`config.mk`:
```
export PLATFORM = sky130hd
export DESIGN_NAME = decode_ctrl_queue
export DESIGN_NICKNAME = d
export VERILOG_FILES = /design/src/rtl/decode_ctrl_queue.sv
export SDC_FILE = /design/constraint.sdc
export NUM_CORES = 1
export LEC_CHECK = 0
export BUFFER_PORTS_ARGS = -buffer_cell sky130_fd_sc_hd__buf_2
export CORE_MARGIN = 4
export CORE_UTILIZATION = 48
export CTS_BUF_LIST = sky130_fd_sc_hd__clkbuf_4 sky130_fd_sc_hd__clkbuf_8 sky130_fd_sc_hd__clkbuf_16
export CTS_CLUSTER_SIZE = 24
export DETAILED_ROUTE_END_ITERATION = 7
export GPL_TIMING_DRIVEN = 0
export PLACE_DENSITY = 0.74
export SYNTH_ARGS = -nofsm -noshare
export SYNTH_HDL_FRONTEND = slang
export SYNTH_SLANG_ARGS = --single-unit
```
`constraint.sdc`:
```
create_clock -name clk -period 11.3 [get_ports clk]
set_input_delay 0.565 -clock clk [delete_from_list [all_inputs] [get_ports clk]]
set_output_delay 0.565 -clock clk [all_outputs]
set_load 0.005 [all_outputs]
```
`src/rtl/decode_ctrl_queue.sv`:
```
// decode_ctrl_queue
//   Registered RV32I decode stage between the F/D boundary and the E stage.
//   Each accepted instruction is decoded combinationally and its E-stage
//   control fields are queued, together with a tag (normally the PC), in a
//   DEPTH-entry FIFO. A saturating counter records accepted illegal words.
//
// Ports
//   clk, rst_n            clock, asynchronous active-low reset
//   in_valid / in_ready   upstream handshake (in_ready = count < DEPTH)
//   in_instr, in_tag      instruction word and its payload
//   flush                 synchronous discard of every queued entry
//   out_valid / out_ready E-stage handshake (out_valid = count != 0)
//   out_tag, *E           head payload and control fields (0 when empty)
//   illegal_count         saturating count of accepted illegal instructions
module decode_ctrl_queue #(
    parameter int TAG_WIDTH = 32,
    parameter int DEPTH     = 2,
    parameter int CNT_WIDTH = 8
) (
    input  logic                 clk,
    input  logic                 rst_n,
    input  logic                 in_valid,
    output logic                 in_ready,
    input  logic [31:0]          in_instr,
    input  logic [TAG_WIDTH-1:0] in_tag,
    input  logic                 flush,
    output logic                 out_valid,
    input  logic                 out_ready,
    output logic [TAG_WIDTH-1:0] out_tag,
    output logic                 RegWriteE,
    output logic                 MemWriteE,
    output logic                 JumpE,
    output logic                 BranchE,
    output logic                 ALUSrcE,
    output logic                 ALUSrcAE,
    output logic                 JALRInstrE,
    output logic                 IllegalE,
    output logic [1:0]           ResultSrcE,
    output logic [3:0]           ALUControlE,
    output logic [2:0]           ImmSrcE,
    output logic [2:0]           AddressingControlE,
    output logic [CNT_WIDTH-1:0] illegal_count
);

    localparam int PTR_W = $clog2(DEPTH);
    localparam int CW    = $clog2(DEPTH + 1);
    localparam logic [CW-1:0] FULL = CW'(DEPTH);

    typedef struct packed {
        logic       reg_write;
        logic       mem_write;
        logic       jump;
        logic       branch;
        logic       alu_src;
        logic       alu_src_a;
        logic       jalr;
        logic       illegal;
        logic [1:0] result_src;
        logic [3:0] alu_control;
        logic [2:0] imm_src;
        logic [2:0] addr_ctrl;
    } ctrl_t;

    // ------------------------------------------------------------------
    // Decode
    // ------------------------------------------------------------------
    logic [6:0] opcode;
    logic [2:0] f3;
    logic [6:0] f7;
    ctrl_t      raw;
    ctrl_t      dec;
    logic       illegal;

    assign opcode = in_instr[6:0];
    assign f3     = in_instr[14:12];
    assign f7     = in_instr[31:25];

    // Register and immediate fields are consumed by later stages, not here.
    logic unused_fields;
    assign unused_fields = ^{in_instr[24:15], in_instr[11:7]};

    // NOTE: every variable driven in always_comb gets a default first, so no path can leave it holding its old value (that would infer a latch).
    always_comb begin
        raw     = '0;
        illegal = 1'b0;
        case (opcode)
            7'b0110011: begin // R-type
                raw.reg_write = 1'b1;
                case (f3)
                    3'b000:  raw.alu_control = f7[5] ? 4'b0001 : 4'b0000;
                    3'b001:  raw.alu_control = 4'b0111;
                    3'b010:  raw.alu_control = 4'b0101;
                    3'b011:  raw.alu_control = 4'b0110;
                    3'b100:  raw.alu_control = 4'b0100;
                    3'b101:  raw.alu_control = f7[5] ? 4'b1011 : 4'b1000;
                    3'b110:  raw.alu_control = 4'b0011;
                    default: raw.alu_control = 4'b0010;
                endcase
                illegal = !((f7 == 7'b0000000) ||
                            (f7 == 7'b0100000 && (f3 == 3'b000 || f3 == 3'b101)));
            end
            7'b0010011: begin // I-type ALU
                raw.reg_write = 1'b1;
                raw.alu_src   = 1'b1;
                case (f3)
                    3'b000: raw.alu_control = 4'b0000;
                    3'b001: begin
                        raw.alu_control = 4'b0111;
                        illegal         = (f7 != 7'b0000000);
                    end
                    3'b010: raw.alu_control = 4'b0101;
                    3'b011: raw.alu_control = 4'b0110;
                    3'b100: raw.alu_control = 4'b0100;
                    3'b101: begin
                        if (f7 == 7'b0000000)      raw.alu_control = 4'b1000;
                        else if (f7 == 7'b0100000) raw.alu_control = 4'b1011;
                        else                       illegal = 1'b1;
                    end
                    3'b110:  raw.alu_control = 4'b0011;
                    default: raw.alu_control = 4'b0010;
                endcase
            end
            7'b0000011: begin // load: widths 011, 110, 111 do not exist
                raw.reg_write  = 1'b1;
                raw.result_src = 2'b01;
                raw.alu_src    = 1'b1;
                raw.addr_ctrl  = f3;
                illegal        = (f3 == 3'b011) || (f3[2:1] == 2'b11);
            end
            7'b0100011: begin // store: only byte, half, word
                raw.mem_write = 1'b1;
                raw.alu_src   = 1'b1;
                raw.imm_src   = 3'b001;
                raw.addr_ctrl = f3;
                illegal       = (f3 >= 3'b011);
            end
            7'b1100011: begin // branch
                raw.branch  = 1'b1;
                raw.imm_src = 3'b010;
                case (f3)
                    3'b000:  raw.alu_control = 4'b0001;
                    3'b001:  raw.alu_control = 4'b1100;
                    3'b100:  raw.alu_control = 4'b0101;
                    3'b101:  raw.alu_control = 4'b1001;
                    3'b110:  raw.alu_control = 4'b0110;
                    3'b111:  raw.alu_control = 4'b1010;
                    default: illegal = 1'b1;
                endcase
            end
            7'b1101111: begin // JAL
                raw.reg_write  = 1'b1;
                raw.result_src = 2'b10;
                raw.imm_src    = 3'b011;
                raw.jump       = 1'b1;
            end
            7'b1100111: begin // JALR
                raw.reg_write  = 1'b1;
                raw.result_src = 2'b10;
                raw.jump       = 1'b1;
                raw.alu_src    = 1'b1;
                raw.jalr       = 1'b1;
                illegal        = (f3 != 3'b000);
            end
            7'b0110111: begin // LUI
                raw.reg_write   = 1'b1;
                raw.alu_control = 4'b1111;
                raw.alu_src     = 1'b1;
                raw.imm_src     = 3'b100;
            end
            7'b0010111: begin // AUIPC: ALU adds PC (source A) and U-immediate
                raw.reg_write = 1'b1;
                raw.alu_src   = 1'b1;
                raw.alu_src_a = 1'b1;
                raw.imm_src   = 3'b100;
            end
            default: illegal = 1'b1;
        endcase
    end

    // An illegal word carries no control at all, only the flag.
    always_comb begin
        dec = raw;
        if (illegal) begin
            dec         = '0;
            dec.illegal = 1'b1;
        end
    end

    // ------------------------------------------------------------------
    // FIFO
    // ------------------------------------------------------------------
    logic [CW-1:0]    count;
    logic [PTR_W-1:0] rd_ptr;
    logic [PTR_W-1:0] wr_ptr;
    ctrl_t            ctrl_mem [DEPTH];
    logic [TAG_WIDTH-1:0] tag_mem [DEPTH];
    logic             push;
    logic             pop;

    assign in_ready  = (count < FULL);
    assign out_valid = (count != '0);
    assign push      = in_valid & in_ready & ~flush;
    assign pop       = out_valid & out_ready & ~flush;

    // NOTE: sequential state uses non-blocking assignments so every register samples pre-edge values, independent of statement order.
    always_ff @(posedge clk or negedge rst_n) begin
        if (!rst_n) begin
            count         <= '0;
            rd_ptr        <= '0;
            wr_ptr        <= '0;
            illegal_count <= '0;
        end else begin
            if (flush) begin
                count  <= '0;
                rd_ptr <= '0;
                wr_ptr <= '0;
            end else begin
                // Pointers are power-of-two wide, so the adds wrap modulo DEPTH.
                if (push) wr_ptr <= wr_ptr + 1'b1;
                if (pop)  rd_ptr <= rd_ptr + 1'b1;
                if (push && !pop)      count <= count + 1'b1;
                else if (pop && !push) count <= count - 1'b1;
            end
            if (push && dec.illegal && illegal_count != '1)
                illegal_count <= illegal_count + 1'b1;
        end
    end

    // NOTE: the storage array is deliberately not reset; the head is masked by out_valid, so stale contents are never observable.
    always_ff @(posedge clk) begin
        if (push) begin
            ctrl_mem[wr_ptr] <= dec;
            tag_mem[wr_ptr]  <= in_tag;
        end
    end

    // Head outputs read 0 whenever the queue is empty (including in reset).
    ctrl_t head;
    assign head    = out_valid ? ctrl_mem[rd_ptr] : '0;
    assign out_tag = out_valid ? tag_mem[rd_ptr]  : '0;

    assign RegWriteE          = head.reg_write;
    assign MemWriteE          = head.mem_write;
    assign JumpE              = head.jump;
    assign BranchE            = head.branch;
    assign ALUSrcE            = head.alu_src;
    assign ALUSrcAE           = head.alu_src_a;
    assign JALRInstrE         = head.jalr;
    assign IllegalE           = head.illegal;
    assign ResultSrcE         = head.result_src;
    assign ALUControlE        = head.alu_control;
    assign ImmSrcE            = head.imm_src;
    assign AddressingControlE = head.addr_ctrl;

endmodule

```
After elaboration in Yosys (flattened, before gate mapping)
Memory sizes are Yosys's and may differ from the RTL's.
Index checks and enable logic that the tools add are counted.
{"block": "word_totals", "mem_bits_rw": 104, "mem_count": 2, "input_bits": 69, "reg_bits": 12, "output_inout_bits": 62}
{"block": "classes", "n_lt_le_gt_ge": 2, "reduce_logical": 26, "n_addsub": 5, "n_bitwise": 5, "mux": 35, "n_eq_ne": 19}
{"memory": "tag_mem", "depth": 2, "width": 32, "read_ports": 1, "rd_clocked_by_memory_dff": 0, "write_ports": 1, "line": "196", "source": "logic [TAG_WIDTH-1:0] tag_mem [DEPTH];"}
{"memory": "ctrl_mem", "depth": 2, "width": 20, "read_ports": 1, "rd_clocked_by_memory_dff": 0, "write_ports": 1, "line": "195", "source": "ctrl_t ctrl_mem [DEPTH];"}
{"operator": "one-hot mux 4 bit (7 select lines)", "count": 2}
{"operator": "two-way mux 20 bit", "count": 2}
{"operator": "two-way mux 32 bit", "count": 1}
{"operator": "equality test 7 x 6 -> 1 bit (second input constant)", "count": 4}
{"operator": "one-hot mux 4 bit (6 select lines)", "count": 1}
{"operator": "equality test 7 bit (second input constant)", "count": 3}
{"operator": "two-way mux 1 bit", "count": 17}
{"operator": "one-hot mux 4 bit (4 select lines)", "count": 1}
{"operator": "equality test 7 x 5 -> 1 bit (second input constant)", "count": 2}
{"operator": "equality test 3 bit (second input constant)", "count": 4}
{"operator": "one-hot mux 3 bit (4 select lines)", "count": 1}
{"operator": "OR reduction 6 bit", "count": 2}
{"operator": "adder 8 x 1 -> 8 bit (second input constant)", "count": 1}
{"operator": "two-way mux 2 bit", "count": 4}
{"operator": "two-way mux 4 bit", "count": 2}
{"operator": "inequality test 8 bit (second input constant)", "count": 1}
{"operator": "equality test 7 x 2 -> 1 bit (second input constant)", "count": 1}
{"operator": "logical NOT 7 bit", "count": 1}
{"operator": "one-hot mux 1 bit (7 select lines)", "count": 1}
{"operator": "nonzero test 7 bit", "count": 1}
{"operator": "OR reduction 7 bit", "count": 1}
{"operator": "equality test 3 x 2 -> 1 bit (second input constant)", "count": 2}
{"operator": "nonzero test 2 bit", "count": 3}
{"operator": "nonzero test 3 bit", "count": 2}
{"operator": "18 further kinds", "count": 32}

Depth between registers and ports, before layout
Gate-level depths: netlist (run 1).
{"block": "logic_depth", "word_depth": 9, "depth_mapped": 7}

Worst setup path after synthesis (run 1)
OpenSTA, ideal clock, no wires.
{"block": "synth_path", "path_type": "in2reg", "from": "input port in_valid", "to": "memory ctrl_mem[0][0] (netlist bit), enable pin", "setup_slack_ps": 7466, "arrival_ps": 3368, "path_buffers": 0, "cell_stages": 3, "required_ps": 10834, "cell_sequence": "nor2b_1 > nor2b_1 > nor2b_1"}
{"block": "synth_between", "elab_chain_len": 4}
{"item": "start: declaration", "line": "22", "source": "input logic in_valid,"}
{"item": "AND 1 bit (2 in a row)", "line": "202", "source": "assign push = in_valid & in_ready & ~flush;"}
{"item": "two-way mux 1 bit", "line": "231", "source": "if (push) begin"}
{"item": "two-way mux 1 bit (not written as such)", "line": "232", "source": "ctrl_mem[wr_ptr] <= dec;"}
{"item": "end: declaration", "line": "195"}
No other way between the ends.

Worst setup path in the final report (run 1)
{"block": "layout_path", "from": "register rd_ptr", "to": "output port ResultSrcE[1]"}
{"block": "layout_between", "elab_chain_len": 2}
{"item": "start: declaration", "line": "193", "source": "logic [PTR_W-1:0] rd_ptr;"}
{"item": "start signal: assignment", "line": "220", "source": "if (pop) rd_ptr <= rd_ptr + 1'b1;"}
{"item": "memory (2 x 20 bit)"}
{"item": "two-way mux 20 bit", "line": "239", "source": "assign head = out_valid ? ctrl_mem[rd_ptr] : '0;"}
{"item": "end: declaration", "line": "38", "source": "output logic [1:0] ResultSrcE,"}
No other way between the ends.

==> results of run 1 <==
==> repair_timing <==
action | CTS | global route
hold buffers | 1 | 0
buffers inserted | 0 | 0
hold endpoints to repair | 12 | 0
==> cell families after synthesis <==
family	count (synthesis)
muxes	53
and+or+nand+nor	125
adders and majority gates	1
xor gates and xnor gates	9
DFF	114
AOI/OAI and AO/OA	34
buffers and inverters	32
==> cell type report <==
cell class                      count  area, um^2
Fill cell                         804        3860
Inverter                           11        41.3
Clock buffer                       19         429
Multi-Input combinational cell    222        1550
Clock inverter                     12         141
Tap cell                          136         170
Timing Repair Buffer              117         621
Buffer                             21         104
Sequential cell                   114        3360
==> per-layer routing <==
metal,part of all wire,GRT usage,up-vias
li1,-,-,1618
met1,0.43,0.210,1595
met2,0.51,0.289,119
met3,0.057,0.0466,10
met4,0.012,0.0575,0
met5,0,0,-
==> flip-flops by register name, summed over array words and instances, names as in the netlist <==
register       flops
rd_ptr             1
illegal_count      8
wr_ptr             1
count              2
tag_mem           64
ctrl_mem          38
==> synth_stat cells, drive strengths merged (2+ instances only) <==
cell and n:
a211o 2, clkbuf 11, nor3 3, xor2 8, nand4 3, nor3b 4, a211oi 3, a21oi 11
buf 10, o21ai 5, nand2 16, nor4 6, or3 4, nand3 9, nand2b 2, nor2 62
inv 11, a21o 3, nand3b 2, dfrtp 12, mux2i 51, mux2 2, edfxtp 102, nor2b 6
and2 3
==> worst max-delay path by stage <==
| stage | start | to | slack [ns] |
|---|---|---|---|
| 2_1_floorplan | in_valid | ctrl_mem[0][0]$_DFFE_PP_ | 7.47 |
| 3_3_place_gp | in_valid | tag_mem[0][21]$_DFFE_PP_ | 6.10 |
| 3_5_place_dp | in_valid | tag_mem[0][28]$_DFFE_PP_ | 8.66 |
| 4_1_cts | rd_ptr$_DFFE_PN0P_ | ResultSrcE[1] | 8.31 |
| 5_1_grt | rd_ptr$_DFFE_PN0P_ | ResultSrcE[1] | 8.17 |
| 6_report | rd_ptr$_DFFE_PN0P_ | ResultSrcE[1] | 8.40 |
==> power by group through the flow <==
stage | registers [mW] | clock network, mW | logic, mW
after floorplan | 0.510 | 0 | 0.0777
after global placement | 0.512 | 0 | 0.131
after detailed placement | 0.511 | 0 | 0.137
after CTS | 0.503 | 0.515 | 0.138
after global routing | 0.506 | 0.539 | 0.150
final | 0.503 | 0.508 | 0.136
==> run summary, run 1 <==
Finish
• fin area: 6420 um^2
• total inserted antenna cells: 0
• leading cell type in the layout, fill and taps excluded: buf_2
• Finished Layout Cells: 652
• leading cell types in the layout, fill and taps excluded: buf_2, edfxtp_1, nor2_1
• Area Overhead vs Synth: 27.1%
• Final Net Count: 574
• fraction of final layout cells sized beyond drive strength 1: 0.328
• utilization after layout: 0.625

Synth
• mapped cell area: 5050 um^2
• area share of and/or/nand/nor cells after synthesis: 0.133
• sequential element share of the synthesized area: 0.666
• proportion of register bits with asynchronous set or reset after synthesis: 0.105
• Post-Synth Adder-Cell Area: 0.00248
• average cell area after synthesis: 13.7 um^2
• Post-synth top flop: edfxtp_1
• Ys Warns: 0
• number of nets in the synthesized netlist: 438
• number of enable flip-flop cells after synthesis: 102
• compound-gate portion of the synthesized area: 0.0483
• Syn Inst Count: 368
• Yosys reg bits: 114
• leading cell types by total area after synthesis: edfxtp_1, mux2i_1, dfrtp_1
• xor-xnor portion of the synthesized cell area: 0.0156
• combinational family with the most area after synthesis: simple AND/OR/NAND/NOR gates
• count of unique library cells instantiated by Yosys: 51
• most area-hungry cell type in the Yosys netlist: edfxtp_1
• share of synthesized area spent on multiplexers: 0.106
• fraction of synthesized cell area taken by the top area cell type: 0.606

Drt
• detailed-route via count: 3342
• total routed wirelength: 10.1 mm
• detailed-route DRC error count: 0
• first-pass iteration count of the detailed router: 4
• Vias per Instance: 5.13
• number of design-rule violations left by the first detailed-router iteration: 205
• final routed wire length divided by cell count: 15.5 um
• remaining antenna violation count after routing: 0

Setup path
• Critical R2R Launch: count[1]$_DFFE_PN0P_
• category of cells accounting for the largest share of critical-path delay: buffers and inverters
• Buf+Inv Stages, Crit Path: 4
• reg2reg setup slack: 8.95 ns
• worst endpoint required time: 10.74 ns
• data arrival time of the critical path: 2.34 ns
• cell with the largest stage delay on the worst path: clkbuf_1
• Critical Path, Cell by Cell: clkbuf_1, clkbuf_1, mux2i_1, nor2_1, buf_4, buf_2
• nature of the critical path endpoint: output pin
• depth of the critical timing path with buffers and inverters included: 6
• Setup CP Type: reg -> out
• endpoint of the worst register-to-register path: tag_mem[0][29]$_DFFE_PP_
• Critical Path Most Common Cell: clkbuf_1
• Register-to-Register Path Depth: 4
• largest stage delay on the critical path: 0.59 ns
• Crit Path Max Fanout: 10
• Critical Path Start Type: flop

Placement
• estimated wirelength of the detail-placed design: 6.95 mm
• pre-CTS setup slack: 8.66 ns
• total instance count after detailed placement: 620
• total placed instance area: 5840 um^2
• RePlAce Congestion: 0.796
• input/output buffers: 114

STA
• least setup slack across all paths after layout: 8.40 ns
• Final Hold Fails: 0
• unrepaired setup endpoints after global routing: false
• final cycle utilization of the critical path: 0.257
• total count of max-transition violations in the final report: 0
• slew of the pin with the lowest slew margin: 0.765 ns
• final sum of negative setup slack: 0 ns
• highest clock frequency the design can meet: 0.345 GHz
• post-layout min period: 2.90 ns
• Max-Slew Margin vs Limit: 0.489
• worst-case hold slack: 0.263 ns
• final setup skew: 0.00544 ns
• Final Setup Violations: 0

CTS
• Post-CTS Resized: 0
• CTS Root Cell: clkbuf_8
• Longest Clk Path Bufs: 2
• clk_lat worst skew: 0.49 ns
• count of clock tree sinks: 114
• clock edge transition at the registers on the reported setup and hold paths: 0.05 ns
• number of buffers created by CTS: 17
• CTS tree: yes
• CTS H-Tree Depth: 4

Status
• outcome: finished, final reports clean

Power and ir drop
• clock share of power: 0.443
• Switching Power: 0.265 mW
• P_leak: 2.58 nW
• proportion of power drawn by combinational gates: 0.118
• Pwr Total: 1.15 mW
• maximum vdd ir drop: 0.0820 mV
• Reg power frac: 0.439
• switching share of power: 0.231
• internal power of the cells: 0.882 mW
• total power divided by cell area: 179 nW/um^2

Die
• die footprint: 12200 um^2
• core footprint: 10300 um^2
• die height: 111 um
• I/O pin count: 131
• die width: 111 um
• effective utilization at floorplan: 0.491
• Site Rows: 37

GRT
• global-route wire length before repair: 16.8 mm
• overall track demand over capacity in global routing: 0.170
• number of antenna violations at the first check in global routing: 0
• total global routing overflow: 0
• maximum number of pins on one net before global-route repair: 28
• via count of the first global-routing pass: 3461

Hold path
• hold-critical path endpoint: tag_mem[1][21]$_DFFE_PP_
• cell depth of the worst min-delay path: 1
• worst min-delay path category: in -> reg
• hold_sp: in_tag[21]

Run
• Max Cap Violations: 0

Power figures use the tool's default switching activity.
==> inputs of run 2 (changes only) <==
==> constraint.sdc (replaced) <==
create_clock -name clk -period 2.7 [get_ports clk]
set_input_delay 0.135 -clock clk [delete_from_list [all_inputs] [get_ports clk]]
set_output_delay 0.135 -clock clk [all_outputs]
set_load 0.005 [all_outputs]
==> run summary, run 2 (synthesized netlist as in run 1, its figures left out) <==
Setup path
• Critical Path Start Type: flop
• endpoint of the worst register-to-register path: tag_mem[0][2]$_DFFE_PP_
• Crit Path Max Fanout: 10, unchanged
• worst endpoint required time: 2.57 ns, -8.17 ns
• data arrival time of the critical path: 2.34 ns, about the same
• Critical R2R Launch: count[1]$_DFFE_PN0P_
• reg2reg setup slack: 0.33 ns, -8.62 ns
• Register-to-Register Path Depth: 4, unchanged
• nature of the critical path endpoint: output pin
• Setup CP Type: reg -> out

Power and ir drop
• total power divided by cell area: 710 nW/um^2, +300%
• maximum vdd ir drop: 0.349 mV, +330%
• P_leak: 2.72 nW, +5.4%

Die
• effective utilization at floorplan: 0.491, unchanged
• die height: 111 um, unchanged
• die footprint: 12200 um^2, unchanged
• die width: 111 um, unchanged
• core footprint: 10300 um^2, unchanged
• I/O pin count: 131, unchanged
• Site Rows: 37, unchanged

Drt
• total routed wirelength: 10.9 mm, +7.7%
• number of design-rule violations left by the first detailed-router iteration: 171, -17%
• first-pass iteration count of the detailed router: 4, unchanged
• Vias per Instance: 5.09, -0.72%
• remaining antenna violation count after routing: 0, unchanged
• detailed-route DRC error count: 0, unchanged
• detailed-route via count: 3486, +4.3%
• final routed wire length divided by cell count: 15.9 um, +2.5%

GRT
• global-route wire length before repair: 17.9 mm, +6.8%
• via count of the first global-routing pass: 3630, +4.9%
• total global routing overflow: 0, unchanged
• number of antenna violations at the first check in global routing: 0, unchanged
• overall track demand over capacity in global routing: 0.183, +0.0126
• maximum number of pins on one net before global-route repair: 28, unchanged

CTS
• Longest Clk Path Bufs: 2, unchanged
• clk_lat worst skew: 0.50 ns, about the same
• # hold bufs at CTS: 36, +35
• CTS H-Tree Depth: 4, unchanged
• CTS tree: yes
• clock edge transition at the registers on the reported setup and hold paths: 0.05 ns, about the same
• Post-CTS Resized: 0, unchanged
• Setup Fix Bufs, Post-CTS: 0, unchanged
• number of buffers created by CTS: 17, unchanged
• count of clock tree sinks: 114, unchanged
• CTS Root Cell: clkbuf_8

Finish
• total inserted antenna cells: 0, unchanged
• fraction of final layout cells sized beyond drive strength 1: 0.299, -0.0288
• leading cell types in the layout, fill and taps excluded: buf_2, edfxtp_1, nor2_1
• storage element area: 3360 um^2, unchanged
• utilization after layout: 0.657, +0.0319
• number of fill cells: 791, -1.6%
• multi-input gate area in the final layout: 1550 um^2, unchanged
• number of flip-flops in the largest register: 64, unchanged
• Area Overhead vs Synth: 33.6%
• leading cell type in the layout, fill and taps excluded: buf_2
• largest registers: tag_mem: 64 flops, ctrl_mem: 38 flops, illegal_count: 8 flops
• Final Net Count: 609, +6.1%
• Finished Layout Cells: 685, +5.1%
• register name with the most flops: tag_mem

STA
• slew of the pin with the lowest slew margin: 0.767 ns, +0.00226 ns
• Final Setup Violations: 0, unchanged
• final sum of negative setup slack: 0 ns, unchanged
• final setup skew: 0.00795 ns, +0.00251 ns
• final cycle utilization of the critical path: 0.915
• total count of max-transition violations in the final report: 0, unchanged
• post-layout min period: 2.47 ns
• unrepaired setup endpoints after global routing: false
• highest clock frequency the design can meet: 0.405 GHz
• Final Hold Fails: 0, unchanged
• Max-Slew Margin vs Limit: 0.487, -0.00151
• worst-case hold slack: 0.0542 ns, -0.209 ns

Hold path
• worst min-delay path category: in -> async

Placement
• total instance count after detailed placement: 620, unchanged
• input/output buffers: 114, unchanged
• estimated wirelength of the detail-placed design: 7.00 mm, +0.74%
• RePlAce Congestion: 0.785, -1.4%

Run
• Max Cap Violations: 0, unchanged

Status
• outcome: finished, final reports clean

## run 2: worst max-delay path by stage
| stage | from | endpoint | slack, ns | cells past startpoint |
|---|---|---|---|---|
| 4_1_cts | rd_ptr$_DFFE_PN0P_ | ResultSrcE[1] | 0.11 | 6 |
| 6_report | rd_ptr$_DFFE_PN0P_ | ResultSrcE[1] | 0.23 | 6 |
| 2_1_floorplan | count[1]$_DFFE_PN0P_ | ctrl_mem[1][0]$_DFFE_PP_ | 0.13 | 3 |
| 3_3_place_gp | count[1]$_DFFE_PN0P_ | ctrl_mem[1][15]$_DFFE_PP_ | -0.60 | 3 |
| 5_1_grt | rd_ptr$_DFFE_PN0P_ | ResultSrcE[1] | 0.005 | 6 |
| 3_5_place_dp | count[1]$_DFFE_PN0P_ | tag_mem[0][28]$_DFFE_PP_ | 0.30 | 4 |
## run 2: cell type report
type / instances / area share
flip-flops and latches: 114 / 0.498
multi-input cells: 222 / 0.230
repair buffers: 152 / 0.144
clock buffers: 19 / 0.0636
well taps: 136 / 0.0252
clock inverters: 10 / 0.0176
plain buffers: 21 / 0.0154
inverters: 11 / 0.00612
## run 2: power breakdown
part	internal (mW)	switching, mW	total [mW]
clock	1.38	0.679	2.06
sequential	2.03	0.0795	2.11
combinational	0.291	0.327	0.618
total	3.71	1.09	4.79
## run 2: stage by stage
stage / power (mW) / worst slack [ns] / instance area [um^2]
6_report: 4.79 / 0.228 / 6750
5_1_grt: 5.00 / 0.00522 / 6750
4_1_cts: 4.84 / 0.106 / 6750
3_5_place_dp: 2.72 / 0.305 / 5840
3_3_place_gp: 2.69 / -0.598 / 5800
2_1_floorplan: 2.46 / 0.126 / 5060
## run 2: worst max-delay path: stages (launching register included)
cell and delay (ns):
dfrtp_1 0.31, clkbuf_1 0.34, clkbuf_1 0.60, mux2i_1 0.26
nor2_1 0.07, buf_4 0.15, buf_2 0.11
## run 2: routing by layer
layer	share of wire	global-route usage
met5	0	0
met2	0.52	0.319
met1	0.42	0.217
met4	0.014	0.0706
met3	0.051	0.0460
